## src/rtl/data_mem_if.sv

```systemverilog
// Bus between the datapath memory stage and data_mem_master, plus the RAM-side
// address/data/wren/q signals driven or consumed by the master.
interface data_mem_if #(
    parameter int ADDR_WIDTH = 8
);
    logic                  req;
    logic                  we;
    logic [1:0]            size;
    logic                  unsigned_ld;
    logic [ADDR_WIDTH+1:0] byte_addr;
    logic [31:0]           wdata;
    logic [31:0]           rdata;
    logic                  done;
    logic                  err;
    logic                  busy;
    logic [ADDR_WIDTH-1:0] ram_address;
    logic [31:0]           ram_data;
    logic                  ram_wren;
    logic [31:0]           ram_q;

    modport master (
        input  req, we, size, unsigned_ld, byte_addr, wdata, ram_q,
        output rdata, done, err, busy, ram_address, ram_data, ram_wren
    );

    modport slave (
        output req, we, size, unsigned_ld, byte_addr, wdata, ram_q,
        input  rdata, done, err, busy, ram_address, ram_data, ram_wren
    );
endinterface

```

## src/rtl/data_mem_master.sv

```systemverilog
// Byte/half/word load-store initiator for a single-port synchronous word RAM:
// sub-word stores are read-modify-write, sub-word loads are sign/zero extended.
module data_mem_master #(
    parameter int ADDR_WIDTH = 8
) (
    input  logic        clock,
    input  logic        reset,
    data_mem_if.master  bus
);

    typedef enum logic [1:0] {S_IDLE, S_RD, S_CAP, S_WR} state_t;
    typedef enum logic [1:0] {SZ_BYTE = 2'b00, SZ_HALF = 2'b01, SZ_WORD = 2'b10, SZ_RSVD = 2'b11} size_t;

    state_t                state_q, state_d;
    logic                  we_q, we_d;
    size_t                 size_q, size_d;
    logic                  unsigned_q, unsigned_d;
    logic [1:0]            lane_q, lane_d;
    logic [31:0]           wdata_q, wdata_d;
    logic [31:0]           rdata_q, rdata_d;
    logic                  done_q, done_d;
    logic                  err_q, err_d;
    logic [ADDR_WIDTH-1:0] ram_address_q, ram_address_d;
    logic [31:0]           ram_data_q, ram_data_d;
    logic                  ram_wren_q, ram_wren_d;

    logic  busy;
    logic  accept;
    logic  req_err;
    size_t req_size;

    function automatic logic [31:0] extract(input logic [31:0] word, input size_t sz,
                                            input logic uns, input logic [1:0] lane);
        logic [7:0]  b;
        logic [15:0] h;
        b = word[{lane, 3'b000} +: 8];
        h = lane[1] ? word[31:16] : word[15:0];
        case (sz)
            SZ_BYTE: return {{24{~uns & b[7]}}, b};
            SZ_HALF: return {{16{~uns & h[15]}}, h};
            default: return word;
        endcase
    endfunction

    function automatic logic [31:0] merge(input logic [31:0] word, input logic [31:0] wd,
                                          input size_t sz, input logic [1:0] lane);
        logic [31:0] r;
        r = word;
        case (sz)
            SZ_BYTE: r[{lane, 3'b000} +: 8]     = wd[7:0];
            SZ_HALF: r[{lane[1], 4'b0000} +: 16] = wd[15:0];
            default: r = wd;
        endcase
        return r;
    endfunction

    assign busy     = (state_q != S_IDLE) || done_q;
    assign accept   = bus.req && !busy;
    assign req_size = size_t'(bus.size);

    always_comb begin
        case (req_size)
            SZ_HALF: req_err = bus.byte_addr[0];
            SZ_WORD: req_err = (bus.byte_addr[1:0] != 2'b00);
            SZ_RSVD: req_err = 1'b1;
            default: req_err = 1'b0;
        endcase
    end

    always_comb begin
        // NOTE: every next-state signal gets a default first so no path leaves it unassigned (no latches).
        state_d       = state_q;
        we_d          = we_q;
        size_d        = size_q;
        unsigned_d    = unsigned_q;
        lane_d        = lane_q;
        wdata_d       = wdata_q;
        rdata_d       = rdata_q;
        ram_address_d = ram_address_q;
        ram_data_d    = ram_data_q;
        ram_wren_d    = ram_wren_q;
        done_d        = 1'b0;
        err_d         = 1'b0;

        case (state_q)
            S_IDLE: begin
                if (accept) begin
                    we_d       = bus.we;
                    size_d     = req_size;
                    unsigned_d = bus.unsigned_ld;
                    lane_d     = bus.byte_addr[1:0];
                    wdata_d    = bus.wdata;
                    if (req_err) begin
                        done_d = 1'b1;
                        err_d  = 1'b1;
                    end else begin
                        ram_address_d = bus.byte_addr[ADDR_WIDTH+1:2];
                        if (bus.we && req_size == SZ_WORD) begin
                            ram_data_d = bus.wdata;
                            ram_wren_d = 1'b1;
                            state_d    = S_WR;
                        end else begin
                            state_d = S_RD;
                        end
                    end
                end
            end
            S_RD: state_d = S_CAP;
            // RAM read data is valid here; sub-word stores merge, loads finish.
            S_CAP: begin
                if (we_q) begin
                    ram_data_d = merge(bus.ram_q, wdata_q, size_q, lane_q);
                    ram_wren_d = 1'b1;
                    state_d    = S_WR;
                end else begin
                    rdata_d = extract(bus.ram_q, size_q, unsigned_q, lane_q);
                    done_d  = 1'b1;
                    state_d = S_IDLE;
                end
            end
            S_WR: begin
                ram_wren_d = 1'b0;
                done_d     = 1'b1;
                state_d    = S_IDLE;
            end
            default: state_d = S_IDLE;
        endcase
    end

    // NOTE: state registers use non-blocking assignments so all flops update together at the edge.
    always_ff @(posedge clock or posedge reset) begin
        if (reset) begin
            state_q       <= S_IDLE;
            we_q          <= 1'b0;
            size_q        <= SZ_BYTE;
            unsigned_q    <= 1'b0;
            lane_q        <= 2'b00;
            wdata_q       <= '0;
            rdata_q       <= '0;
            done_q        <= 1'b0;
            err_q         <= 1'b0;
            ram_address_q <= '0;
            ram_data_q    <= '0;
            ram_wren_q    <= 1'b0;
        end else begin
            state_q       <= state_d;
            we_q          <= we_d;
            size_q        <= size_d;
            unsigned_q    <= unsigned_d;
            lane_q        <= lane_d;
            wdata_q       <= wdata_d;
            rdata_q       <= rdata_d;
            done_q        <= done_d;
            err_q         <= err_d;
            ram_address_q <= ram_address_d;
            ram_data_q    <= ram_data_d;
            ram_wren_q    <= ram_wren_d;
        end
    end

    assign bus.rdata       = rdata_q;
    assign bus.done        = done_q;
    assign bus.err         = err_q;
    assign bus.busy        = busy;
    assign bus.ram_address = ram_address_q;
    assign bus.ram_data    = ram_data_q;
    assign bus.ram_wren    = ram_wren_q;

endmodule

```

## src/flat_wrapper.sv

```systemverilog
// flat-port wrapper written by rule: the top's interface ports become plain ports
module data_mem_master_flat 
#(
    parameter int ADDR_WIDTH = 8
)
  (clock, reset, bus_req, bus_we, bus_size, bus_unsigned_ld, bus_byte_addr, bus_wdata, bus_ram_q, bus_rdata, bus_done, bus_err, bus_busy, bus_ram_address, bus_ram_data, bus_ram_wren);
  data_mem_if #(.ADDR_WIDTH(ADDR_WIDTH)) bus_i ();
  input  logic clock;
  input  logic reset;
  input wire logic [$bits(bus_i.req)-1:0] bus_req;
  input wire logic [$bits(bus_i.we)-1:0] bus_we;
  input wire logic [$bits(bus_i.size)-1:0] bus_size;
  input wire logic [$bits(bus_i.unsigned_ld)-1:0] bus_unsigned_ld;
  input wire logic [$bits(bus_i.byte_addr)-1:0] bus_byte_addr;
  input wire logic [$bits(bus_i.wdata)-1:0] bus_wdata;
  input wire logic [$bits(bus_i.ram_q)-1:0] bus_ram_q;
  output wire logic [$bits(bus_i.rdata)-1:0] bus_rdata;
  output wire logic [$bits(bus_i.done)-1:0] bus_done;
  output wire logic [$bits(bus_i.err)-1:0] bus_err;
  output wire logic [$bits(bus_i.busy)-1:0] bus_busy;
  output wire logic [$bits(bus_i.ram_address)-1:0] bus_ram_address;
  output wire logic [$bits(bus_i.ram_data)-1:0] bus_ram_data;
  output wire logic [$bits(bus_i.ram_wren)-1:0] bus_ram_wren;
  assign bus_i.req = bus_req;
  assign bus_i.we = bus_we;
  assign bus_i.size = bus_size;
  assign bus_i.unsigned_ld = bus_unsigned_ld;
  assign bus_i.byte_addr = bus_byte_addr;
  assign bus_i.wdata = bus_wdata;
  assign bus_i.ram_q = bus_ram_q;
  assign bus_rdata = bus_i.rdata;
  assign bus_done = bus_i.done;
  assign bus_err = bus_i.err;
  assign bus_busy = bus_i.busy;
  assign bus_ram_address = bus_i.ram_address;
  assign bus_ram_data = bus_i.ram_data;
  assign bus_ram_wren = bus_i.ram_wren;
  data_mem_master #(.ADDR_WIDTH(ADDR_WIDTH)) u_core (.clock(clock), .reset(reset), .bus(bus_i));
endmodule
```

## config.mk

```make
export PLATFORM = sky130hd
export DESIGN_NAME = data_mem_master_flat
export DESIGN_NICKNAME = d
export VERILOG_FILES = /design/src/rtl/data_mem_if.sv /design/src/rtl/data_mem_master.sv /design/src/flat_wrapper.sv
export SDC_FILE = /design/constraint.sdc
export NUM_CORES = 1
export LEC_CHECK = 0
export CORE_ASPECT_RATIO = 0.9
export CORE_MARGIN = 2
export CORE_UTILIZATION = 54
export DETAILED_ROUTE_END_ITERATION = 7
export PLACE_DENSITY_LB_ADDON = 0.12
export SLEW_MARGIN = 0
export SYNTH_ARGS = -nofsm -noshare
export SYNTH_HDL_FRONTEND = slang
export SYNTH_SLANG_ARGS = --single-unit
```

## constraint.sdc

```tcl
create_clock -name clock -period 5 [get_ports clock]
set_input_delay 0.5 -clock clock [delete_from_list [all_inputs] [get_ports clock]]
set_output_delay 0.5 -clock clock [all_outputs]
set_load 0.05 [all_outputs]
```

==> flow_summary.json, run 1 <==
{
  "grt_pass1_vias": 5767,
  "diodes": 0,
  "cts.repair.resized": 0,
  "relSlewSlack_pct": 13.1,
  "cts_buffers": 17,
  "pwr-share-clk_pct": 18.3,
  "p_sw_share_pct": 46.7,
  "globalplace.congestion": 0.898,
  "drive_gt1_share_pct": 16.9,
  "hold_depth": 1,
  "num_vias": 5849,
  "synth_fp_nets": 686,
  "dr.first_iter.drc_count": 772,
  "synth-seq-area-share_pct": 46.2,
  "avgSynthCellArea_um2": 10.4,
  "ys.flop_type": "dfrtp_1",
  "period_share_pct": 73.9,
  "dpl_cell_area_um2": 7820,
  "cts_tree": "yes",
  "synth-async-reset-ratio_pct": 100,
  "synth_area_um2": 6230,
  "switchingPower_uw": 3110,
  "m1WireLength_um": 7740,
  "p_comb_share_pct": 53.9,
  "worstHoldPathType": "reg2reg",
  "ys_seq_elements": 115,
  "p_leak_uw": 0.00340,
  "fmax_mhz": 271,
  "worst_pin_slew_ps": 1290,
  "core_area_um2": 11300,
  "max_cap_viol_count": 0,
  "power_density_nw_per_um2": 791,
  "start_util_pct": 54.9,
  "antenna_found_initial": 0,
  "crit_path_start_kind": "register",
  "drc": 0,
  "ir_worst_vdd_mv": 0.308,
  "r2r_cells": 6,
  "seq_area_um2": 2880,
  "io_buffers": 156,
  "multi_input_area_um2": 3060,
  "setup_tns_ps": 0,
  "clock_skew_ps": 5.61,
  "status": "completed",
  "cp.arrival_ps": 4050,
  "final_cell_mix": "clkdlybuf4s50_1, dfrtp_1, mux2_2",
  "wl_per_cell_um": 22.0,
  "fill_cells": 795,
  "period_needed_ps": 3690,
  "clk_pin_slew_ps": 50,
  "postCtsSetupBuffers": 0,
  "cts.sinks": 115,
  "num_rows": 37,
  "finalSetupViolCount": 0,
  "antenna_left": 0,
  "die_x_um": 117,
  "cp_max_fo": 21,
  "critPathRequiredTime_ps": 5360,
  "place_hpwl_um": 13900,
  "end_kind": "register",
  "ctsHoldBuffers": 0,
  "grt_use_total_pct": 33.1,
  "wirelength_um": 19800,
  "design_area_um2": 8410,
  "cts.path.max_buffers": 2,
  "internal-power_uw": 3540,
  "grt_overflow": 0,
  "dr.pass1.iters": 6,
  "final_cells": 897,
  "layout.nets": 814,
  "met2_length_um": 9060,
  "slew_viol_final": 0,
  "io_pins": 157,
  "clkLatencyLatePin_ps": 420,
  "die_area_um2": 12400,
  "wl_met3_um": 2310,
  "area.growth.synth_to_final_pct": 35.0,
  "hold_viol_final": 0,
  "power.share.sequential_pct": 27.8,
  "netlist_instances": 600,
  "viasPerCell": 6.52,
  "synth-edff-count": 0,
  "highest_layer": "met4",
  "ys_types": 55,
  "layout_commonest_cell": "clkdlybuf4s50_1",
  "synth_warnings": 0,
  "die_h_um": 106,
  "grt_pass1_wl_um": 31100,
  "worstSetupPathType": "reg2reg",
  "htree_levels": 4,
  "numPlacedInstances": 865,
  "grt_max_degree": 74,
  "rsz0062_at_grt": "false",
  "cts-root-buf": "clkbuf_16"
}
==> sequential cells by signal, indices dropped and copies added, names as in the netlist, 2 cells and up <==
name,flops
u_core.bus.ram_data,32
u_core.state_q,2
u_core.bus.ram_address,8
u_core.bus.rdata,32
u_core.lane_q,2
u_core.size_q,2
u_core.wdata_q,32
==> synth_stat cells (5+ instances only) <==
library cell | n | share of area (%)
dfrtp_1 | 115 | 46
nor2b_1 | 6 | 0.60
o22ai_1 | 16 | 1.6
buf_1 | 6 | 0.36
mux4_2 | 8 | 2.9
a221o_1 | 8 | 1.3
o2bb2ai_1 | 7 | 0.98
and3_1 | 5 | 0.50
a22oi_1 | 15 | 1.8
inv_1 | 11 | 0.66
ha_1 | 5 | 1.0
or4b_2 | 6 | 0.96
o31ai_1 | 21 | 2.5
clkbuf_1 | 30 | 1.8
buf_2 | 17 | 1.4
a22o_1 | 8 | 1.1
nor2_1 | 43 | 2.6
mux2_2 | 63 | 11
a41oi_1 | 7 | 0.98
nand3_1 | 41 | 3.3
a32oi_1 | 9 | 1.3
nand2_1 | 36 | 2.2
a21oi_1 | 18 | 1.4
o21ai_0 | 36 | 2.9
a221oi_1 | 16 | 2.2
a31oi_1 | 11 | 1.1
==> per-layer routing <==
layer | vias to the layer above | track usage, %
li1 | 2532 | -
met4 | 0 | 13.4
met1 | 2830 | 46.1
met2 | 434 | 49.5
met3 | 53 | 8.32
met5 | - | 0
==> worst max-delay path: stages, from the launching register on <==
cell      delay (ps)
dfrtp_1          880
clkinv_1         570
ha_1             520
nor4bb_1        1020
a32oi_1          270
o22ai_1          200
mux2_2           170
==> cells by family after synthesis <==
| family | Yosys count | synth area share, % |
|---|---|---|
| adder cells (fa/ha/maj) | 5 | 1.00 |
| AND/OR/NAND/NOR | 157 | 13.0 |
| AO/OA/AOI/OAI | 181 | 20.6 |
| flip-flops | 115 | 46.2 |
| multiplexers | 72 | 14.4 |
| buffers and inverters | 70 | 4.82 |
==> per-stage QoR <==
step | hold WS (ps) | utilization [%] | setup WS (ps) | total power (µW)
2_1_floorplan | 481 | - | 1460 | 4280
3_3_place_gp | 471 | 69.0 | 1630 | 5300
3_5_place_dp | 466 | 69.0 | 1520 | 5390
4_1_cts | 480 | 74.2 | 1470 | 6620
5_1_grt | 512 | 74.2 | 1200 | 6980
6_report | 477 | 74.2 | 1310 | 6650
==> power groups by stage <==
stage / logic, µW / registers [µW] / clock network (µW)
floorplan: 1620 / 2660 / 0
global placement: 3470 / 1820 / 0
detailed placement: 3550 / 1840 / 0
CTS: 3570 / 1830 / 1220
global route: 3800 / 1900 / 1270
finish: 3590 / 1850 / 1220
==> area by class of cell <==
type	instances	share of cell area, %
repair buffers	166	19.5
clock inverters	10	1.58
clock buffers	22	5.40
well taps	156	2.32
inverters	13	0.610
multi-input cells	415	36.4
flip-flops and latches	115	34.2
==> path summary, 6_finish.rpt <==
| check | from | slack, ps | end |
|---|---|---|---|
| max | u_core.lane_q[0] | 1310 | u_core.bus.ram_data[21] |
| min | u_core.bus.ram_wren | 480 | u_core.bus.ram_wren |
| max reg2reg | u_core.lane_q[0] | 1310 | u_core.bus.ram_data[21] |
| min reg2reg | u_core.bus.ram_wren | 480 | u_core.bus.ram_wren |
| max in group asynchronous | reset | 3270 | u_core.wdata_q[11] |
| min in group asynchronous | reset | 650 | u_core.wdata_q[2] |
Power figures use the tool's default switching activity.
==> inputs of run 2 (changes only) <==
--- a/config.mk
+++ b/config.mk
@@ -7,7 +7,7 @@
 export LEC_CHECK = 0
 export CORE_ASPECT_RATIO = 0.9
 export CORE_MARGIN = 2
-export CORE_UTILIZATION = 54
+export CORE_UTILIZATION = 50
 export DETAILED_ROUTE_END_ITERATION = 7
 export PLACE_DENSITY_LB_ADDON = 0.12
 export SLEW_MARGIN = 0
==> constraint.sdc (replaced) <==
create_clock -name clock -period 3.6 [get_ports clock]
set_input_delay 0.36 -clock clock [delete_from_list [all_inputs] [get_ports clock]]
set_output_delay 0.36 -clock clock [all_outputs]
set_load 0.05 [all_outputs]
==> run 2 against run 1 <==
Effect of this change: flip-flop and latch count unchanged; critical path depth unchanged; power increased by 42%; count of clock-buffer cells in the layout decreased by 2; non-clock buffer count increased by 8; sequential share of layout area decreased by 0.40 points; die area increased by 7.7%; final area increased by 1.2%; final cell count increased by 1.2%; largest power group unchanged; highest routed layer unchanged.
==> flow_summary.json, run 2 (synthesized netlist as in run 1, its figures left out) <==
{
  "status": "completed",
  "relSlewSlack_pct": 14.9,
  "ir_worst_vdd_mv": 0.564,
  "cp_top_family": "simple AND/OR/NAND/NOR gates",
  "period_needed_ps": 2760,
  "ctsHoldBuffers": 0,
  "dr.pass1.iters": 5,
  "final_cell_mix": "clkdlybuf4s50_1, dfrtp_1, mux2_2",
  "post-place-ws_ps": 941,
  "postCtsSetupBuffers": 0,
  "hold_viol_final": 0,
  "grt_pass1_vias": 5547,
  "layout_commonest_cell": "clkdlybuf4s50_1",
  "grt_overflow": 0,
  "io_pins": 157,
  "drive_gt1_share_pct": 17.8,
  "max_stage_delay_ps": 1060,
  "end_kind": "register",
  "cts_tree": "yes",
  "htree_levels": 4,
  "pwr-share-clk_pct": 19.1,
  "viasPerCell": 6.44,
  "num_rows": 38,
  "final_cells": 908,
  "diodes": 0,
  "drc": 0,
  "grt_pass1_wl_um": 30500,
  "area.growth.synth_to_final_pct": 36.6,
  "globalplace.congestion": 0.877,
  "p_leak_uw": 0.00346,
  "die_x_um": 122,
  "fmax_mhz": 362,
  "io_buffers": 156,
  "power_density_nw_per_um2": 1110,
  "slew_viol_final": 0,
  "p_comb_share_pct": 53.0,
  "fill_cells": 900,
  "num_vias": 5847,
  "antenna_left": 0,
  "start_util_pct": 51.4,
  "whs_ps": 447,
  "gr-max-usage-layer": "met2",
  "cp.arrival_ps": 3110,
  "cts.repair.resized": 0,
  "period_share_pct": 76.7,
  "wirelength_um": 19900,
  "dr.first_iter.drc_count": 705,
  "wl_per_cell_um": 21.9,
  "crit_path_start_kind": "register",
  "cp_max_fo": 37,
  "grt_use_met3_pct": 7.31,
  "rsz0062_at_grt": "false",
  "max_cap_viol_count": 0,
  "path_cells": "buf_4, ha_1, nor4bb_1, a32oi_1, o22ai_1, mux2_2",
  "cts.path.max_buffers": 2,
  "critPathRequiredTime_ps": 3950,
  "grt_use_total_pct": 30.4,
  "crit_slowest_cell": "nor4bb_1",
  "cts_buffers": 17,
  "grt_util_met2_pct": 47.2,
  "globalRouteMet1Util_pct": 41.5,
  "die_area_um2": 13400,
  "finalSetupViolCount": 0,
  "die_h_um": 110,
  "setup_tns_ps": 0,
  "worstSetupPathType": "reg2reg",
  "clock_skew_ps": 8.66,
  "fin_ws_ps": 838,
  "numPlacedInstances": 877,
  "clkLatencyLatePin_ps": 410,
  "place_hpwl_um": 14200,
  "grt_max_degree": 67,
  "core_area_um2": 12100,
  "critPathBufInv": 1,
  "antenna_found_initial": 0,
  "switchingPower_uw": 4340,
  "power.share.sequential_pct": 27.9,
  "clk_pin_slew_ps": 50,
  "layout.nets": 822,
  "cts.sinks": 115,
  "p_sw_share_pct": 46.1,
  "cts-root-buf": "clkbuf_16",
  "worst_pin_slew_ps": 1260,
  "worstHoldPathType": "in2async",
  "internal-power_uw": 5080
}
## run 2: changes by cell type in the layout (fill, tap and decap cells not counted), sizes merged
cell | previous run | this run
bufinv | 3 | 5
buf | 10 | 18
clkinvlp | 3 | 2
clkbuf | 22 | 20
## run 2: final cells by class
type / instances / area (µm²) / area share [%]
multi-input cells: 415 / 3060 / 36.0
flip-flops and latches: 115 / 2880 / 33.8
repair buffers: 174 / 1700 / 19.9
clock buffers: 20 / 437 / 5.13
well taps: 160 / 200 / 2.35
clock inverters: 11 / 185 / 2.18
inverters: 13 / 51.3 / 0.603
## run 2: path summary, 6_finish.rpt
kind                       depth (start not counted)           startpoint                 endpoint  slack [ps]
max                                                6     u_core.lane_q[1]  u_core.bus.ram_data[22]         840
min                                                2                reset        u_core.unsigned_q         450
max reg2reg                                        6     u_core.lane_q[1]  u_core.bus.ram_data[22]         840
min reg2reg                                        2  u_core.bus.rdata[1]      u_core.bus.rdata[1]         490
max in group asynchronous                          3                reset        u_core.wdata_q[8]        2220
min in group clock                                 2  u_core.bus.rdata[1]      u_core.bus.rdata[1]         490
## run 2: power by group through the flow
| stage | registers [µW] | clock network, µW | logic, µW |
|---|---|---|---|
| 2_1_floorplan | 3700 | 0 | 2240 |
| 3_3_place_gp | 2570 | 0 | 4870 |
| 3_5_place_dp | 2600 | 0 | 4950 |
| 4_1_cts | 2600 | 1810 | 4970 |
| 5_1_grt | 2690 | 1880 | 5290 |
| 6_report | 2630 | 1800 | 4990 |
## run 2: metrics by stage
step           util [%]  area, µm²  total power (µW)
3_5_place_dp       65.1       7890              7550
3_3_place_gp       65.1       7890              7440
5_1_grt            70.2       8510              9870
2_1_floorplan         -       6230              5940
6_report           70.2       8510              9420
4_1_cts            70.2       8510              9380
## run 2: metal layers
layer	up-vias	routed length [µm]
li1	2554	-
met2	379	9320
met4	0	554
met3	52	1970
met5	-	0
met1	2862	8070
